===== src/rtl/cache_refill_arbiter.sv =====
// cache_refill_arbiter
//   Shares one external memory port between ICache line fills and DCache
//   line fills/writebacks. One line transaction is granted at a time and
//   is run as a BEATS-long burst (BEATS = LINE_WIDTH/BUS_WIDTH). Read beats
//   are assembled into a full line that is returned to the requester.
//
//   Build option: define REFILL_ARB_DCACHE_PRIO_EN to make the DCache win
//   every IDLE arbitration (fixed priority, no round-robin pointer).
//   Without it, ICache and DCache alternate priority after each grant.
//
// Ports
//   clk_i, rst_i           clock, synchronous active-high reset
//   ic_req_* / ic_rsp_*    ICache fill request and one-cycle line response
//   dc_req_* / dc_rsp_*    DCache fill/writeback request and one-cycle response
//   mem_req_*              burst address phase (valid/ready)
//   mem_w*                 write beats (valid/ready, last on final beat)
//   mem_rvalid_i/rdata_i   read beats, no backpressure
//   mem_bvalid_i           write burst completion
module cache_refill_arbiter #(
  parameter int PLEN       = 32,
  parameter int LINE_WIDTH = 256,
  parameter int BUS_WIDTH  = 64
) (
  input  logic                  clk_i,
  input  logic                  rst_i,
  input  logic                  ic_req_valid_i,
  output logic                  ic_req_ready_o,
  input  logic [PLEN-1:0]       ic_req_addr_i,
  output logic                  ic_rsp_valid_o,
  output logic [LINE_WIDTH-1:0] ic_rsp_data_o,
  input  logic                  dc_req_valid_i,
  output logic                  dc_req_ready_o,
  input  logic                  dc_req_we_i,
  input  logic [PLEN-1:0]       dc_req_addr_i,
  input  logic [LINE_WIDTH-1:0] dc_req_wdata_i,
  output logic                  dc_rsp_valid_o,
  output logic [LINE_WIDTH-1:0] dc_rsp_data_o,
  output logic                  mem_req_valid_o,
  input  logic                  mem_req_ready_i,
  output logic [PLEN-1:0]       mem_req_addr_o,
  output logic                  mem_req_we_o,
  output logic                  mem_wvalid_o,
  input  logic                  mem_wready_i,
  output logic [BUS_WIDTH-1:0]  mem_wdata_o,
  output logic                  mem_wlast_o,
  input  logic                  mem_rvalid_i,
  input  logic [BUS_WIDTH-1:0]  mem_rdata_i,
  input  logic                  mem_bvalid_i
);

  localparam int BEATS    = LINE_WIDTH / BUS_WIDTH;
  localparam int OFF_BITS = $clog2(LINE_WIDTH / 8);
  localparam int CNT_W    = $clog2(BEATS);
  localparam logic [CNT_W-1:0] LAST_BEAT = CNT_W'(BEATS - 1);

  typedef enum logic [2:0] {
    S_IDLE, S_ADDR, S_WDATA, S_WRESP, S_RDATA, S_RESP
  } state_t;

  state_t                  state_reg, state_next;
  logic [CNT_W-1:0]        beat_reg, beat_next;
  logic [PLEN-1:0]         addr_reg;
  logic                    we_reg;
  logic                    gnt_dc_reg;
  logic                    dc_wb_reg;     // last DCache transaction was a writeback
  logic [LINE_WIDTH-1:0]   wdata_reg;
  logic [LINE_WIDTH-1:0]   line_data;
  logic [BUS_WIDTH-1:0]    wbeat [BEATS];
  logic                    pick_ic, pick_dc, accept;
  logic [PLEN-1:0]         sel_addr;

  // ---------------- arbitration ----------------
`ifdef REFILL_ARB_DCACHE_PRIO_EN
  assign pick_dc = dc_req_valid_i;
  assign pick_ic = ic_req_valid_i & ~dc_req_valid_i;
`else
  logic rr_dc_reg;  // 1: DCache has priority on a tie

  assign pick_dc = dc_req_valid_i & (~ic_req_valid_i | rr_dc_reg);
  assign pick_ic = ic_req_valid_i & (~dc_req_valid_i | ~rr_dc_reg);

  always_ff @(posedge clk_i) begin
    if (rst_i) begin
      rr_dc_reg <= 1'b0;
    end else if (accept) begin
      // The requester that just lost (or was absent) gets the next tie.
      rr_dc_reg <= ~dc_req_ready_o;
    end
  end
`endif

  // Readies are gated by reset so nothing is accepted while it is asserted.
  assign ic_req_ready_o = (state_reg == S_IDLE) & ~rst_i & pick_ic;
  assign dc_req_ready_o = (state_reg == S_IDLE) & ~rst_i & pick_dc;
  assign accept         = ic_req_ready_o | dc_req_ready_o;
  assign sel_addr       = dc_req_ready_o ? dc_req_addr_i : ic_req_addr_i;

  // ---------------- FSM ----------------
  always_ff @(posedge clk_i) begin
    if (rst_i) begin
      state_reg <= S_IDLE;
      beat_reg  <= '0;
    end else begin
      state_reg <= state_next;
      beat_reg  <= beat_next;
    end
  end

  always_comb begin
    state_next      = state_reg;
    beat_next       = beat_reg;
    mem_req_valid_o = 1'b0;
    mem_wvalid_o    = 1'b0;
    mem_wlast_o     = 1'b0;
    ic_rsp_valid_o  = 1'b0;
    dc_rsp_valid_o  = 1'b0;
    case (state_reg)
      S_IDLE: begin
        if (accept) state_next = S_ADDR;
      end
      S_ADDR: begin
        mem_req_valid_o = 1'b1;
        if (mem_req_ready_i) state_next = we_reg ? S_WDATA : S_RDATA;
      end
      S_WDATA: begin
        mem_wvalid_o = 1'b1;
        mem_wlast_o  = (beat_reg == LAST_BEAT);
        if (mem_wready_i) begin
          if (beat_reg == LAST_BEAT) begin
            beat_next  = '0;
            state_next = S_WRESP;
          end else begin
            beat_next = beat_reg + CNT_W'(1);
          end
        end
      end
      S_WRESP: begin
        if (mem_bvalid_i) state_next = S_RESP;
      end
      S_RDATA: begin
        if (mem_rvalid_i) begin
          if (beat_reg == LAST_BEAT) begin
            beat_next  = '0;
            state_next = S_RESP;
          end else begin
            beat_next = beat_reg + CNT_W'(1);
          end
        end
      end
      S_RESP: begin
        ic_rsp_valid_o = ~gnt_dc_reg;
        dc_rsp_valid_o = gnt_dc_reg;
        state_next     = S_IDLE;
      end
      default: state_next = S_IDLE;
    endcase
  end

  // ---------------- request latch ----------------
  always_ff @(posedge clk_i) begin
    if (rst_i) begin
      dc_wb_reg <= 1'b0;
    end else if (accept) begin
      addr_reg   <= {sel_addr[PLEN-1:OFF_BITS], {OFF_BITS{1'b0}}};
      we_reg     <= dc_req_ready_o & dc_req_we_i;
      gnt_dc_reg <= dc_req_ready_o;
      dc_wb_reg  <= dc_req_ready_o & dc_req_we_i;
      if (dc_req_ready_o) wdata_reg <= dc_req_wdata_i;
    end
  end

  // ---------------- beat datapath ----------------
  for (genvar gi = 0; gi < BEATS; gi++) begin : g_beat
    logic [BUS_WIDTH-1:0] rbeat_reg;

    assign wbeat[gi] = wdata_reg[gi*BUS_WIDTH +: BUS_WIDTH];
    assign line_data[gi*BUS_WIDTH +: BUS_WIDTH] = rbeat_reg;

    // Data registers need no reset; content is undefined until first fill.
    always_ff @(posedge clk_i) begin
      if (!rst_i && state_reg == S_RDATA && mem_rvalid_i && beat_reg == CNT_W'(gi))
        rbeat_reg <= mem_rdata_i;
    end
  end

  assign mem_wdata_o    = wbeat[beat_reg];
  assign mem_req_addr_o = addr_reg;
  assign mem_req_we_o   = we_reg;
  assign ic_rsp_data_o  = line_data;
  assign dc_rsp_data_o  = dc_wb_reg ? '0 : line_data;

endmodule


===== config.mk =====
export PLATFORM = sky130hd
export DESIGN_NAME = cache_refill_arbiter
export DESIGN_NICKNAME = d
export VERILOG_FILES = /design/src/rtl/cache_refill_arbiter.sv
export SDC_FILE = /design/constraint.sdc
export NUM_CORES = 1
export LEC_CHECK = 0
export BUFFER_PORTS_ARGS = -buffer_cell sky130_fd_sc_hd__buf_2
export CAP_MARGIN = 25
export CORE_AREA = 2 2 389 391
export CTS_BUF_LIST = sky130_fd_sc_hd__clkbuf_2 sky130_fd_sc_hd__clkbuf_4 sky130_fd_sc_hd__clkbuf_8
export DETAILED_ROUTE_END_ITERATION = 12
export DIE_AREA = 0 0 391 393
export GPL_TIMING_DRIVEN = 0
export PLACE_DENSITY_LB_ADDON = 0.12
export SYNTH_ARGS = -nofsm -noshare
export SYNTH_HDL_FRONTEND = slang
export SYNTH_SLANG_ARGS = --single-unit

===== constraint.sdc =====
create_clock -name clk_i -period 13.2 [get_ports clk_i]
set_input_delay 2.64 -clock clk_i [delete_from_list [all_inputs] [get_ports clk_i]]
set_output_delay 2.64 -clock clk_i [all_outputs]
set_load 0.03 [all_outputs]

==> impl_metrics.toml, run 1 <==
[worst_setup_path]
cp_slowest_cell = "nor4_4"
path_class = "input port to primary output"
critical_path.max_stage_delay_ns = 0.24
arrival_ns = 3.70
endpoint_kind = "primary output"
start_kind = "input port"
crit_required_ns = 10.56
crit_top_cell = "buf_2"
path_cells = "buf_2, nor4_4, nand3_2, inv_2, buf_4, buf_2"
critPathMaxFanout = 11
rr_worst_depth = 9

[sta]
fin_skew_ns = 0.0380
slew_viol_final = 0
tns_ns = 0
tightestPinTransition_ns = 0.924
finalSetupViolCount = 0
timing.final.crit_share_pct = 48.0
slew_headroom_pct = 38.4
rsz0062_at_grt = "false"
hold_viol = 0
finalCriticalPeriod_ns = 6.34
timing.fmax_mhz = 158

[routing]
ant_nets = 0
num_vias = 14300
dr.pass1.iters = 4
drc = 0
drt-total-wl_mm = 100
wire_per_inst_um = 23.7
drt_iter0_markers = 626
vias_per_cell = 3.38

[die]
die_w_um = 391
rows = 142
dieArea_um2 = 154000
dieHeight_um = 393
ios = 1009
start_util_pct = 13.7
core_area_um2 = 149000

[power_and_ir_drop]
p_leak_nw = 11.8
power_mw = 4.00
ir_worst_vdd_uv = 68.3
p_per_area_nw_per_um2 = 131

[clocking]
h-tree-depth = 3
clock_sinks = 548
path_clk_slew_ns = 0.05
ctsResizeCount = 0
clock-root-buffer = "clkbuf_8"
tritoncts = "done"
cts_made_buffers = 104
hold_buffers = 0
clock_path_buffers = 3
clock_latency_ns = 0.77
post_cts_buffers = 0

[synth]
yosysTopAreaCellShare_pct = 79.3
netlist_instances = 1081
postSynthAreaPerCell_um2 = 19.0
netlist_area_um2 = 20500
post_synth_num_cell_types = 37
synth.area.top_cells = "edfxtp_1 (79%), nor2b_1 (7.8%), mux4_2 (7.0%)"
synth.largest_area_cell = "edfxtp_1"
ys_seq_area_share_pct = 79.9
ys_ff_latch = 548
ys_warn_count = 0

[finish]
nets = 2601
fin_util_pct = 20.4
syn_to_final_growth_pct = 48.5
drive_gt1_share_pct = 56.2

[grt]
grtUsageTotal_pct = 12.5
grt_pass1_vias = 15300
antenna_found_initial = 70
grt_max_degree = 131
grt_pass1_wl_mm = 130
grt_overflow = 0

[hold_path]
min_path_type = "register to register"
hold_depth = 1

[flow_run]
maxCapViolations = 0

[outcome]
status = "completed"

[place]
io_buffers = 992
hpwl_mm = 81.4
place_congestion = 0.838
-- through the flow --
stage               instance area, um2  hold slack [ns]  std cells  worst slack [ns]
detailed placement               28400            0.501       4041              6.84
global placement                 27900            0.488       4021              2.94
floorplan                        20500            0.474       1085              6.57
CTS                              30400            0.515       4223              6.83
finish                           30400            0.511       4240              6.86
global route                     30400            0.545       4237              6.75
-- cell type report --
type                            count  area, um2
Fill cell                       16100     119000
Inverter                           12       52.6
Clock inverter                     36        254
Timing Repair Buffer             1013       5400
Tap cell                         1944       2430
Buffer                             59        328
Clock buffer                      146       1750
Multi-Input combinational cell    466       3790
Antenna cell                       16       40.0
Sequential cell                   548      16400
-- worst max-delay path, delay by kind of cell --
family	cells	cell delay [ns]
simple gates	2	0.39
buf+inv	4	0.67
-- cells in the final DEF (no fill, tap or decap), drive strengths merged, types with 2 or more instances in the layout --
| master | count |
|---|---|
| buf | 1040 |
| edfxtp | 541 |
| nor2b | 256 |
| clkbuf | 178 |
| nand2 | 88 |
| mux4 | 64 |
| clkinv | 29 |
| diode | 16 |
| nor2 | 15 |
| inv | 14 |
| dfxtp | 7 |
| conb | 5 |
| mux2i | 4 |
| ha | 4 |
| o21ai | 4 |
| nand3 | 4 |
| nand2b | 3 |
| a21oi | 3 |
| clkinvlp | 3 |
| and3 | 2 |
| nand3b | 2 |
| bufinv | 2 |
-- path summary, 6_finish.rpt --
kind	startpoint	to	slack (ns)
min	rr_dc_reg$_SDFFE_PP0P_	rr_dc_reg$_SDFFE_PP0P_	0.51
max reg2reg	beat_reg[1]$_SDFFE_PP0P_	g_beat[0].rbeat_reg[17]$_DFFE_PP_	10.06
min reg2reg	rr_dc_reg$_SDFFE_PP0P_	rr_dc_reg$_SDFFE_PP0P_	0.51
max	rst_i	dc_req_ready_o	6.86
-- power breakdown --
part	internal [mW]	switching (mW)
logic	0.120	0.242
registers	1.98	0.0161
clock network	0.889	0.752
-- Yosys cell counts (all sizes together) --
| cell type | instances |
|---|---|
| nand3 | 4 |
| nor2 | 15 |
| a211oi | 1 |
| a31o | 1 |
| o211ai | 1 |
| and3 | 2 |
| o21ai | 4 |
| nand2 | 88 |
| and2 | 1 |
| inv | 12 |
| mux4 | 64 |
| dfxtp | 7 |
| a31oi | 1 |
| nand4 | 1 |
| edfxtp | 541 |
| conb | 1 |
| nand3b | 2 |
| a22oi | 1 |
| a21oi | 3 |
| or3 | 1 |
| nor3 | 1 |
| a22o | 1 |
| mux2i | 4 |
| nor4b | 1 |
| ha | 4 |
| clkbuf | 32 |
| nor4 | 1 |
| nor2b | 256 |
| buf | 27 |
| nand2b | 3 |
-- layer usage --
layer,global-route usage [%],vias up,part of all wire [%]
met2,22.8,771,52
li1,-,6312,-
met5,0,-,0.48
met1,12.3,6915,34
met4,6.19,76,4.5
met3,4.90,260,9.0
-- logic make-up (layout without fill, tap and decap cells) --
| kind of cell | after synthesis | after routing | synth area share (%) |
|---|---|---|---|
| flops | 548 | 548 | 79.9 |
| fa+ha+maj | 4 | 4 | 0.244 |
| mux | 68 | 68 | 7.23 |
| other cells | 1 | 21 | 0.0183 |
| buf+inv | 71 | 1266 | 1.79 |
| compound gates | 13 | 13 | 0.446 |
| simple gates | 376 | 376 | 10.3 |
Note: power is estimated with default switching activity, not from simulation.
==> run 2: changes to the inputs <==
Settings changed: ABC_AREA set to 1, CORE_AREA 2 2 389 391 to 2 2 394 396, DIE_AREA 0 0 391 393 to 0 0 396 398.
Clock period 13.2 ns to 5.9 ns, I/O delays scaled along.
==> impl_metrics.toml, run 2 <==
[outcome]
status = "completed"

[routing]
drt-total-wl_mm = 112
highest_layer = "met5"
drt_iter0_markers = 1001
dr.pass1.iters = 5
num_vias = 16500
ant_nets = 0
route.met3.wl_mm = 10.8
wire_per_inst_um = 22.9
drc = 0
met2_length_mm = 57.2
wl_met1_mm = 39.8
vias_per_cell = 3.38

[synth]
synthFlopType = "edfxtp_1"
synth.area.top_cells = "edfxtp_1 (77%), nor2_1 (7.3%), inv_1 (4.9%)"
ys_warn_count = 0
yosys.cell_count.top_type = "edfxtp_1"
synth-edff-count = 541
netlist_area_um2 = 21000
synth_top_cells_by_count = "edfxtp_1 (541), nor2_1 (407), inv_1 (275), o21ai_0 (130), o22ai_1 (64)"
post_synth_num_cell_types = 28
ys_ff_latch = 548
ys_seq_area_share_pct = 78.0
yosysTopAreaCellShare_pct = 77.4
async_reset_ff_share_pct = 0
postSynthAreaPerCell_um2 = 13.3
synth.largest_area_cell = "edfxtp_1"
netlist_instances = 1581

[die]
dieArea_um2 = 158000
start_util_pct = 13.7
rows = 144
ios = 1009
core_area_um2 = 153000
die_w_um = 396
dieHeight_um = 398

[hold_path]
min_path_type = "register to register"

[sta]
hold_viol = 0
rsz0062_at_grt = "false"
fin_skew_ns = 0.0644
tightestPinTransition_ns = 0.941
slew_viol_final = 0
timing.fmax_mhz = 212
finalCriticalPeriod_ns = 4.72
hold_slack_ns = 0.504
fin_ws_ns = 1.18
timing.final.crit_share_pct = 79.9
finalSetupViolCount = 0
slew_headroom_pct = 37.3

[power_and_ir_drop]
seqPwrFrac_pct = 40.7
p_per_area_nw_per_um2 = 359
pwr-share-clk_pct = 34.4
switchingPower_mw = 4.01
comb_power_share_pct = 25.0
p_leak_nw = 13.4
p_int_mw = 7.33
switching_share_pct = 35.3
ir_worst_vdd_uv = 191

[worst_setup_path]
crit_start = "dc_wb_reg$_SDFFE_PP0P_"
endpoint_kind = "primary output"
reg2reg_slack_ns = 2.28
arrival_ns = 3.54
rr_endpoint = "wdata_reg[202]$_DFFE_PP_"
rr_worst_depth = 13
r2r_start = "state_reg[0]$_SDFFE_PP0P_"
critPathMaxFanout = 10
crit_required_ns = 4.72
path_class = "register to primary output"
start_kind = "register"
cp-endpoint = "dc_rsp_data_o[183]"

[clocking]
clock_path_buffers = 3
clock_latency_ns = 0.82
clock-root-buffer = "clkbuf_8"
h-tree-depth = 3
cts_made_buffers = 107
path_clk_slew_ns = 0.07
hold_buffers = 0
tritoncts = "done"
post_cts_buffers = 0
clock_sinks = 548
ctsResizeCount = 0

[place]
post-place-ws_ns = 1.37
io_buffers = 993
dp.cells = 4657
hpwl_mm = 91.1
place_congestion = 0.848

[grt]
grt_pass1_wl_mm = 146
grt_pass1_vias = 17000
grt_overflow = 0
grtUsageTotal_pct = 13.7
grt_max_degree = 25
antenna_found_initial = 76

[finish]
drive_gt1_share_pct = 45.1
syn_to_final_growth_pct = 50.2
n_fill_cell = 16900
instances_no_fill = 4871
final_cell_mix = "buf_2 (1004), edfxtp_1 (541), nor2_1 (403)"
nets = 3120
final_common_cell = "buf_2"
fin_util_pct = 20.6

[flow_run]
maxCapViolations = 0
run 2: cell families after synthesis:
family	synth area share, %
and+or+nand+nor	8.18
muxes	1.63
DFF	78.0
buffers and inverters	6.72
AOI/OAI and AO/OA	5.20
adders and majority gates	0.238
other	0.0179
run 2: worst min-delay path by stage:
stage          cells after the start  slack (ns)                   start                  endpoint
2_1_floorplan                      2        0.46  rr_dc_reg$_SDFFE_PP0P_    rr_dc_reg$_SDFFE_PP0P_
3_3_place_gp                       2        0.48  rr_dc_reg$_SDFFE_PP0P_    rr_dc_reg$_SDFFE_PP0P_
3_5_place_dp                       2        0.49  rr_dc_reg$_SDFFE_PP0P_    rr_dc_reg$_SDFFE_PP0P_
4_1_cts                            1        0.38     dc_req_wdata_i[124]  wdata_reg[124]$_DFFE_PP_
5_1_grt                            1        0.42     dc_req_wdata_i[249]  wdata_reg[249]$_DFFE_PP_
6_report                           2        0.50  rr_dc_reg$_SDFFE_PP0P_    rr_dc_reg$_SDFFE_PP0P_
run 2: metal layers:
layer | GRT usage, % | vias to the layer above
met5 | 0 | -
met4 | 4.41 | 76
met3 | 5.85 | 225
met2 | 24.9 | 775
met1 | 14.0 | 7739
li1 | - | 7672
run 2: power by group through the flow:
stage / logic (mW) / registers, mW / clock network [mW]
floorplan: 1.47 / 4.81 / 0
global placement: 2.86 / 4.76 / 0
detailed placement: 2.95 / 4.69 / 0
CTS: 2.95 / 4.62 / 4.11
global route: 3.09 / 4.63 / 4.25
finish: 2.83 / 4.61 / 3.90
run 2: final cells by class:
class,instances,area (um2),share of cell area (%)
Sequential cell,548,16400,52.0
Timing Repair Buffer,1029,5720,18.1
Multi-Input combinational cell,679,3270,10.4
Tap cell,2044,2560,8.11
Clock buffer,150,1830,5.79
Inverter,278,1050,3.32
Buffer,80,369,1.17
Clock inverter,42,309,0.980
Antenna cell,21,52.6,0.167
run 2: stage by stage:
step	total power, mW	instance area [um2]	TNS [ns]
after floorplan	6.29	21000	-527.29
after global placement	7.62	28600	-2388.07
after detailed placement	7.65	29300	0
after CTS	11.7	31500	0
after global routing	12.0	31500	0
final	11.3	31500	0
run 2: worst max-delay path, cell delays in order (launching register included):
cell and delay (ns):
dfxtp_1 0.31, clkbuf_1 0.38, clkbuf_1 0.75, clkbuf_2 0.80, nor2_1 0.21, buf_2 0.24
==> run 3: changes to the inputs <==
Settings changed: ABC_AREA 1 to 0, CORE_AREA 2 2 394 396 to 2 2 389 391, DIE_AREA 0 0 396 398 to 0 0 391 393.
Clock period 5.9 ns to 4.6 ns, I/O delays scaled along.
==> impl_metrics.toml, run 3 (synthesis results as in run 1) <==
[die]
core_area_um2 = 149000
die_w_um = 391
dieArea_um2 = 154000
start_util_pct = 13.7
rows = 142
ios = 1009
dieHeight_um = 393

[clocking]
clock-root-buffer = "clkbuf_8"
cts_made_buffers = 107
hold_buffers = 0
clock_sinks = 548
post_cts_buffers = 0
h-tree-depth = 3
tritoncts = "done"
path_clk_slew_ns = 0.06
ctsResizeCount = 0
clock_path_buffers = 3
clock_latency_ns = 0.77

[power_and_ir_drop]
pwr-share-clk_pct = 42.6
comb_power_share_pct = 8.8
p_leak_nw = 11.8
ir_worst_vdd_uv = 193
power_mw = 11.8
switchingPower_mw = 2.99
switching_share_pct = 25.4
p_per_area_nw_per_um2 = 387
seqPwrFrac_pct = 48.6
p_int_mw = 8.80

[worst_setup_path]
crit_required_ns = 3.68
rr_worst_depth = 9
path_class = "register to primary output"
rr_endpoint = "g_beat[0].rbeat_reg[26]$_DFFE_PP_"
start_kind = "register"
crit_start = "dc_wb_reg$_SDFFE_PP0P_"
endpoint_kind = "primary output"
reg2reg_slack_ns = 1.53
r2r_start = "beat_reg[1]$_SDFFE_PP0P_"
arrival_ns = 3.50
critPathMaxFanout = 10

[routing]
ant_nets = 0
wire_per_inst_um = 23.4
drc = 0
vias_per_cell = 3.41
drt-total-wl_mm = 99.4
drt_iter0_markers = 627
dr.pass1.iters = 5
num_vias = 14500

[sta]
timing.final.crit_share_pct = 96.1
finalSetupViolCount = 0
slew_headroom_pct = 24.6
fin_skew_ns = 0.0493
timing.fmax_mhz = 226
hold_slack_ns = 0.315
tns_ns = 0
tightestPinTransition_ns = 1.13
fin_ws_ns = 0.178
finalCriticalPeriod_ns = 4.42
rsz0062_at_grt = "false"
hold_viol = 0
slew_viol_final = 0

[finish]
syn_to_final_growth_pct = 48.7
final_cell_mix = "buf_2 (999), edfxtp_1 (541), nor2b_1 (256)"
multiInputGateArea_um2 = 3790
drive_gt1_share_pct = 55.4
instances_no_fill = 4253
register_area_um2 = 16400
fin_util_pct = 20.4
final_common_cell = "buf_2"
stdcell_area_um2 = 30500
nets = 2598
n_fill_cell = 16100

[hold_path]
hp-start = "dc_req_wdata_i[200]"
hold_depth = 1
min_path_type = "input port to register"
holdPathEnd = "wdata_reg[200]$_DFFE_PP_"

[place]
post_dp_cell_area_um2 = 28300
hpwl_mm = 80.6
place_congestion = 0.889
dp.cells = 4036
io_buffers = 992
post-place-ws_ns = 0.949

[grt]
grt_max_degree = 152
grt_pass1_wl_mm = 130
grt_pass1_vias = 15400
grt_overflow = 0
grtUsageTotal_pct = 12.4
antenna_found_initial = 78

[flow_run]
maxCapViolations = 0

[outcome]
status = "completed"
[run 3: per-layer routing]
metal,share of wire [%],routed length (um),GRT usage [%]
met5,0.51,505,0
met4,4.3,4260,5.66
met3,9.7,9650,5.31
met2,51,50700,22.2
met1,34,34300,12.3
[run 3: worst max-delay path by stage]
| stage | endpoint | cells after the start | slack, ns |
|---|---|---|---|
| floorplan | g_beat[0].rbeat_reg[0]$_DFFE_PP_ | 4 | 0.08 |
| global placement | g_beat[0].rbeat_reg[36]$_DFFE_PP_ | 4 | -3.56 |
| detailed placement | dc_rsp_data_o[96] | 4 | 0.95 |
| CTS | dc_rsp_data_o[96] | 4 | 0.03 |
| global route | dc_rsp_data_o[96] | 4 | 0.03 |
| finish | dc_rsp_data_o[96] | 4 | 0.18 |
[run 3: power groups by stage]
stage                     Combinational (mW)  Clock (mW)  Sequential, mW
after floorplan                        0.495           0            5.89
after global placement                  1.04           0            5.84
after detailed placement                1.07           0            5.83
after CTS                               1.07        5.30            5.73
after global routing                    1.12        5.49            5.74
final                                   1.04        5.03            5.73
[run 3: final cells by class]
type                            instances  area share, %
Sequential cell                       548           53.8
Timing Repair Buffer                 1007           17.3
Multi-Input combinational cell        466           12.4
Tap cell                             1944           7.98
Clock buffer                          139           5.64
Clock inverter                         57           1.42
Buffer                                 59           1.07
Inverter                               12          0.189
Antenna cell                           21          0.172
[run 3: critical path: stages (launching register included)]
cell      delay (ns)
dfxtp_1         0.46
clkbuf_1        0.67
clkbuf_1        0.88
nor2b_1         0.39
buf_2           0.30
